$ cat config.mk
export PLATFORM = sky130hd
export DESIGN_NAME = pipeline_hazard_controller
export DESIGN_NICKNAME = d
export VERILOG_FILES = /design/src/rtl/pipeline_hazard_controller.sv
export SDC_FILE = /design/constraint.sdc
export NUM_CORES = 1
export LEC_CHECK = 0
export CORE_MARGIN = 1.5
export CORE_UTILIZATION = 42
export CTS_CLUSTER_SIZE = 14
export DETAILED_ROUTE_END_ITERATION = 10
export PLACE_DENSITY = 0.76
export SYNTH_ARGS = -nofsm -noshare
export SYNTH_HDL_FRONTEND = slang
export SYNTH_SLANG_ARGS = --single-unit
$ cat constraint.sdc
create_clock -name clk -period 1.75 [get_ports clk]
set_input_delay 0.2625 -clock clk [delete_from_list [all_inputs] [get_ports clk]]
set_output_delay 0.2625 -clock clk [all_outputs]
set_load 0.03 [all_outputs]
$ cat src/rtl/pipeline_hazard_controller.sv
// Pipeline stall/flush sequencer: load-use and RAW hazard detection, SRAM
// wait-state sequencing for the MEM stage, and branch flush arbitration.
module pipeline_hazard_controller #(
  parameter int unsigned WAIT_CYCLES = 4,
  parameter int unsigned CNT_W       = 16
) (
  input  logic             clk,
  input  logic             rst,
  input  logic             forward_en,
  input  logic [3:0]       id_src1,
  input  logic [3:0]       id_src2,
  input  logic             id_two_src,
  input  logic             id_uses_src1,
  input  logic [3:0]       exe_dest,
  input  logic             exe_wb_en,
  input  logic             exe_mem_read,
  input  logic [3:0]       mem_dest,
  input  logic             mem_wb_en,
  input  logic             mem_rd_en,
  input  logic             mem_wr_en,
  input  logic             branch_taken,
  output logic             sram_start,
  output logic             mem_freeze,
  output logic             hazard_stall,
  output logic             bubble_id_exe,
  output logic             flush_if_id,
  output logic             mem_data_valid,
  output logic [CNT_W-1:0] stall_count
);

  localparam int unsigned WC_W = 4;

  typedef enum logic [1:0] {
    S_IDLE = 2'd0,
    S_WAIT = 2'd1,
    S_DONE = 2'd2
  } state_t;

  state_t          state, state_nxt;
  logic [WC_W-1:0] wcnt, wcnt_nxt;
  logic            mem_req;
  logic            s1_exe, s2_exe, s1_mem, s2_mem;
  logic            haz_load_use, haz_raw, hazard;

  assign mem_req = mem_rd_en | mem_wr_en;

  // Source/destination matches, qualified by whether the ID instruction reads the source
  assign s1_exe = id_uses_src1 & (id_src1 == exe_dest);
  assign s2_exe = id_two_src   & (id_src2 == exe_dest);
  assign s1_mem = id_uses_src1 & (id_src1 == mem_dest);
  assign s2_mem = id_two_src   & (id_src2 == mem_dest);

  assign haz_load_use = exe_mem_read & exe_wb_en & (s1_exe | s2_exe);
  assign haz_raw      = (exe_wb_en & (s1_exe | s2_exe)) | (mem_wb_en & (s1_mem | s2_mem));
  assign hazard       = forward_en ? haz_load_use : haz_raw;

  // State, wait counter and saturating stall statistics
  always_ff @(posedge clk) begin
    if (rst) begin
      state       <= S_IDLE;
      wcnt        <= '0;
      stall_count <= '0;
    end else begin
      state <= state_nxt;
      wcnt  <= wcnt_nxt;
      if ((mem_freeze | hazard_stall) && (stall_count != '1))
        stall_count <= stall_count + CNT_W'(1);
    end
  end

  // Next state and control strobes; freeze outranks flush, flush outranks stall
  always_comb begin
    state_nxt      = state;
    wcnt_nxt       = wcnt;
    sram_start     = 1'b0;
    mem_freeze     = 1'b0;
    mem_data_valid = 1'b0;
    hazard_stall   = 1'b0;
    flush_if_id    = 1'b0;
    bubble_id_exe  = 1'b0;

    case (state)
      S_IDLE: begin
        if (mem_req) begin
          sram_start = 1'b1;
          mem_freeze = 1'b1;
          state_nxt  = S_WAIT;
          wcnt_nxt   = WC_W'(WAIT_CYCLES - 1);
        end
      end
      S_WAIT: begin
        mem_freeze = 1'b1;
        if (wcnt == '0) state_nxt = S_DONE;
        else            wcnt_nxt  = wcnt - WC_W'(1);
      end
      S_DONE: begin
        mem_data_valid = mem_rd_en;
        state_nxt      = S_IDLE;
      end
      default: state_nxt = S_IDLE;
    endcase

    flush_if_id   = branch_taken & ~mem_freeze;
    hazard_stall  = hazard & ~mem_freeze & ~branch_taken;
    bubble_id_exe = hazard_stall | flush_if_id;
  end

endmodule

==> results.toml, run 1 <==
[setup_path]
crit_arrival_ns = 2.15
crit_type = "primary input to register"
startpoint_type = "primary input"
cpMaxStageDelayCell = "a2111o_1"
crit_required_ns = 1.91
worstPathCellList = "buf_2 -> xor2_1 -> nor3_1 -> a41o_1 -> o21ai_4 -> buf_12 -> buf_16 -> a2111o_1 -> a211oi_2"
cp-end-kind = "register"
slowest_delay_ns = 0.39
path_max_fanout = 4

[sta]
period_share_pct = 114
hold_viol = 0
whs_ns = 0.513
max_clock_freq_mhz = 502
finalCriticalPeriod_ns = 1.99
rsz0062_at_grt = "yes"
worstMarginPinSlew_ns = 0.362
postLayoutSetupSlackWorst_ns = -0.244
slew_viol_final = 0
setup_violations = 18
relSlewSlack_pct = 75.8
skew_ns = 0.00941

[drt]
drt_pass1_iterations = 4
drt_wl_total_um = 6260
via_per_inst = 5.63
drc = 0
wl_per_cell_um = 19.5
route.vias.total = 1807
ant_nets = 0
drt_iter0_drc = 88

[outcome]
status = "complete, but fails checks"
violations = "negative setup slack"

[cells_and_area]
stdcell_count = 321
area_growth_pct = 85.9
drive_above_1_share_pct = 53.8
fin_nets = 306
mostFrequentLayoutCell = "buf_4"
finish.utilization_pct = 84.0
antenna_cells = 0
mostFrequentLayoutCells = "buf_4, nor2_1, clkdlybuf4s50_1"
design_area_sq_um = 2890

[grt]
grt_start_max_net_pins = 15
grt_pass1_vias = 1737
grt.total_usage_pct = 27.0
grt_pass1_wl_um = 8630
grt.overflow.total = 0
antenna_found_initial = 0

[placement]
placed_area_sq_um = 2360
place_congestion = 0.796
hpwl_um = 2880
portBuffers = 48
dp_cells = 302

[floorplanning]
die_area_sq_um = 4080
die_w_um = 63.9
coreArea_sq_um = 3440
fp.dieH_um = 63.9
num_io_pins = 49
start_util_pct = 45.2
placementRows = 21

[cts]
clkSlewWorstSetupHoldPaths_ns = 0.08
cts-root-buf = "clkbuf_8"
htreeDepth = 1
clk-insertion-delay-late_ns = 0.26
clock_sinks = 22
cts_max_path_buffers = 2
cts_buffers = 3
cts_tree = "built"

[logic_synthesis]
synth.area.top_cells = "dfxtp_1, nor2_1, xor2_1"
syn-instance-count = 182
ys.flop_type = "dfxtp_1"
ys_warn_count = 0
synthArstFlopShare_pct = 0
synth.cell_area_sq_um = 1560
syn_area_per_cell_sq_um = 8.55
synth.largest_area_cell = "dfxtp_1"
synth_seq_cells = 22
yosysUniqueCellTypes = 40
synth-edff-count = 0
syn-num-nets = 212
synth_top_cell_area_share_pct = 28.3
yosysSeqAreaShare_pct = 28.3

[pwr]
p_per_area_nw_per_um2 = 595
irDropWorstVdd_uv = 538
power.leakage_nw = 1.20

[worst_hold_path]
hp-class = "register to register"

[flow_run]
drv_cap = 0
final timing paths:
check / cells past startpoint / from / slack (ns) / endpoint
min reg2reg: 1 / wcnt[0] / 0.51 / wcnt[0]
max: 9 / mem_dest[3] / -0.24 / stall_count[15]
min: 1 / wcnt[0] / 0.51 / wcnt[0]
max reg2reg: 7 / stall_count[0] / -0.10 / stall_count[9]
metrics by stage:
step / power [mW] / setup slack, ns / TNS [ns]
detailed placement: 1.24 / -0.743 / -10.79
finish: 1.72 / -0.244 / -2.35
CTS: 1.64 / -0.0587 / -0.373
floorplan: 0.943 / -0.115 / -0.123
global placement: 1.23 / -0.676 / -9.98
global route: 1.82 / -0.279 / -3.20
critical path, delay by kind of cell:
kind,cells,cell delay [ns]
XOR/XNOR,1,0.17
AND/OR/NAND/NOR,1,0.25
buffers and inverters,3,0.41
AO/OA/AOI/OAI,4,1.06
synth_stat cells (2+ instances only):
cell type and n:
nor2_1 26, dfxtp_1 22, nor2b_1 13, xor2_1 11, nand2_1 10, inv_1 9, a211oi_1 8, nor3_1 8
xnor2_1 7, mux2_1 6, mux2_4 6, nand3_1 6, a211oi_2 5, clkbuf_1 4, nand4_1 4, ha_1 3
nand2b_1 3, nor4_1 3, a2111oi_2 2, a21oi_1 2, and4_1 2, buf_2 2, o21ai_1 2, or4_1 2
area by class of cell:
| class | count | area (sq um) |
|---|---|---|
| Timing Repair Buffer | 96 | 913 |
| Sequential cell | 22 | 472 |
| Clock inverter | 1 | 3.75 |
| Tap cell | 46 | 57.6 |
| Fill cell | 162 | 551 |
| Multi-Input combinational cell | 143 | 1370 |
| Inverter | 10 | 37.5 |
| Clock buffer | 3 | 41.3 |
per-layer routing:
layer | up-vias | global-route usage (%) | wire length, um
met1 | 869 | 34.0 | 2500
met3 | 29 | 4.75 | 375
met2 | 85 | 45.8 | 3120
met5 | - | 0 | 0
met4 | 0 | 10.1 | 269
li1 | 824 | - | -
where the power goes:
part,switching (mW),internal (mW)
sequential,0.0417,0.549
clock,0.166,0.157
combinational,0.419,0.389
repair_timing:
item                                    4_1_cts  5_1_grt
endpoints found under the setup margin       20       19
setup buffers                                 9        3
resized for setup                           124       39
hold buffers                                  0        0
gates cloned                                  3        0
pin swaps                                    39       23
sequential cells by signal, indices dropped and copies added (netlist names):
signal / cells
state: 2
stall_count: 16
wcnt: 4
cells by family after synthesis:
group	after synthesis	share of synthesized area [%]
XOR/XNOR	18	10.1
adder cells (fa/ha/maj)	3	2.41
multiplexers	14	11.5
flip-flops	22	28.3
AO/OA/AOI/OAI	25	15.2
buffers and inverters	17	4.75
AND/OR/NAND/NOR	83	27.7
(Power assumes the default switching activity.)
==> run 2, diff against run 1 <==
--- a/config.mk
+++ b/config.mk
@@ -9,7 +9,8 @@
 export CORE_UTILIZATION = 42
 export CTS_CLUSTER_SIZE = 14
 export DETAILED_ROUTE_END_ITERATION = 10
-export PLACE_DENSITY = 0.76
+export MAX_ROUTING_LAYER = met4
+export PLACE_DENSITY_LB_ADDON = 0.1
 export SYNTH_ARGS = -nofsm -noshare
 export SYNTH_HDL_FRONTEND = slang
 export SYNTH_SLANG_ARGS = --single-unit
==> run 2 against run 1 <==
  * Combinational power is 4.3% lower
  * Utilization is 1.4 points lower
  * Largest power group unchanged
  * Critical endpoint unchanged
  * Maximum frequency is 4.4% higher
  * Routed wire length is 12% lower
  * Sequential share of layout area is 0.24 points higher
  * The run still ends with negative setup slack left
==> results.toml, run 2 (same netlist as run 1, synthesis figures left out) <==
[cells_and_area]
fin_nets = 307
largest_reg_flops = 16
fillers = 198
drive_above_1_share_pct = 55.1
finish.utilization_pct = 82.6
top_register = "stall_count"
antenna_cells = 0
design_area_sq_um = 2840
area_growth_pct = 82.8
mostFrequentLayoutCells = "buf_4, nor2_1, clkdlybuf4s50_1"
reg_top3 = "stall_count: 16 flops, wcnt: 4 flops, state: 2 flops"
mostFrequentLayoutCell = "buf_4"

[drt]
drt_wl_total_um = 5490
drt_pass1_iterations = 4
via_per_inst = 5.36
drt_iter0_drc = 96
route.vias.total = 1726
drc = 0
ant_nets = 0
wl_per_cell_um = 17.0

[cts]
clkSlewWorstSetupHoldPaths_ns = 0.08
cts-root-buf = "clkbuf_8"
clk-insertion-delay-late_ns = 0.27
clock_sinks = 22
ctsHoldBuffers = 0
cts_buffers = 3
cts_tree = "built"
cts_max_path_buffers = 2
htreeDepth = 1

[sta]
max_clock_freq_mhz = 524
period_share_pct = 109
tns_ns = -1.33
postLayoutSetupSlackWorst_ns = -0.159
finalCriticalPeriod_ns = 1.91
rsz0062_at_grt = "yes"
worstMarginPinSlew_ns = 0.321
skew_ns = 0.00201
slew_viol_final = 0
hold_viol = 0
relSlewSlack_pct = 78.5
setup_violations = 16

[grt]
grt_start_max_net_pins = 22
grt.overflow.total = 0
grt.total_usage_pct = 25.6
grt_pass1_vias = 1825
antenna_found_initial = 0
grt_pass1_wl_um = 8090

[placement]
place_congestion = 0.826
portBuffers = 48
hpwl_um = 3250
placed_area_sq_um = 2380

[worst_hold_path]
worstHoldStart = "wcnt[0]"
worstHoldEndpoint = "wcnt[0]"
worstHoldPathCells = 1
hp-class = "register to register"

[setup_path]
path_common_cell = "buf_12"
r2r-start = "stall_count[6]"
crit_arrival_ns = 2.10
rr_worst_depth = 6
crit_required_ns = 1.94
rrSetupSlack_ns = -0.11
path_max_fanout = 8
cpMaxStageDelayCell = "a2111o_1"
worstPathCellList = "buf_8 -> xnor2_4 -> nand4_1 -> nor3_2 -> a41o_1 -> o21ai_4 -> buf_12 -> buf_12 -> a2111o_1 -> a211oi_2"
cp-end-kind = "register"
slowest_delay_ns = 0.42
startpoint_type = "primary input"
reg2reg_to = "stall_count[15]"
crit_type = "primary input to register"

[pwr]
power.leakage_nw = 1.14
irDropWorstVdd_uv = 599
totalPowerFinal_mw = 1.79
p_per_area_nw_per_um2 = 629

[floorplanning]
coreArea_sq_um = 3440
fp.dieH_um = 63.9
num_io_pins = 49
die_w_um = 63.9
die_area_sq_um = 4080
start_util_pct = 45.2
placementRows = 21

[outcome]
violations = "negative setup slack"
status = "complete, but fails checks"

[flow_run]
drv_cap = 0
==> run 2: cell count changes in the layout (fill, tap and decap cells not counted), sizes merged <==
cell	delta
clkbuf	+1
clkdlybuf4s50	+1
dlymetal6s2s	-1
buf	+1
clkinv	-1
==> run 2: how the worst max path moves through the flow <==
| stage | cells past startpoint | start | end |
|---|---|---|---|
| finish | 10 | exe_dest[3] | stall_count[15] |
| global route | 10 | exe_dest[3] | stall_count[15] |
| detailed placement | 9 | exe_dest[3] | stall_count[13] |
| global placement | 9 | exe_dest[2] | stall_count[13] |
| CTS | 9 | mem_dest[2] | stall_count[5] |
| floorplan | 7 | stall_count[0] | stall_count[13] |
==> run 2: per-stage QoR <==
stage / worst slack, ns / hold WS, ns / std cells
global placement: -0.663 / 0.479 / 307
global route: -0.217 / 0.528 / 322
CTS: -0.0870 / 0.503 / 319
detailed placement: -0.793 / 0.488 / 307
floorplan: -0.115 / 0.460 / 182
finish: -0.159 / 0.503 / 322
==> run 2: what timing repair did <==
item	in CTS	in global routing
pin swaps	33	22
setup endpoints to repair	22	19
resized for setup	136	31
cloned	1	0
buffers inserted	7	4
==> run 2: area by class of cell <==
cell class | count | area [sq um] | area share, %
sequential | 22 | 470 | 16.5
inverter | 10 | 37.5 | 1.32
timing repair buffer | 97 | 867 | 30.5
clock buffer | 4 | 66.3 | 2.33
multi-input combinational | 143 | 1340 | 47.3
tap | 46 | 57.6 | 2.02
==> run 2: critical path: cells and delay by family <==
family                    cells  cell delay, ns
AOI/OAI and AO/OA             4            0.94
buffers and inverters         3            0.40
and+or+nand+nor               2            0.31
xor gates and xnor gates      1            0.17
==> run 2: layer usage <==
metal  part of all wire [%]  vias up  GRT usage, %
met5                      0        -             -
met4                    2.9        0          8.97
met1                     38      832          28.1
met3                    3.6       17          4.40
li1                       -      821             -
met2                     55       56          46.1
==> run 2: report_power, final <==
group / switching (mW) / leakage (nW) / internal [mW]
Combinational: 0.389 / 0.924 / 0.383
Sequential: 0.0386 / 0.186 / 0.551
Clock: 0.178 / 0.0339 / 0.249
Total: 0.606 / 1.14 / 1.18
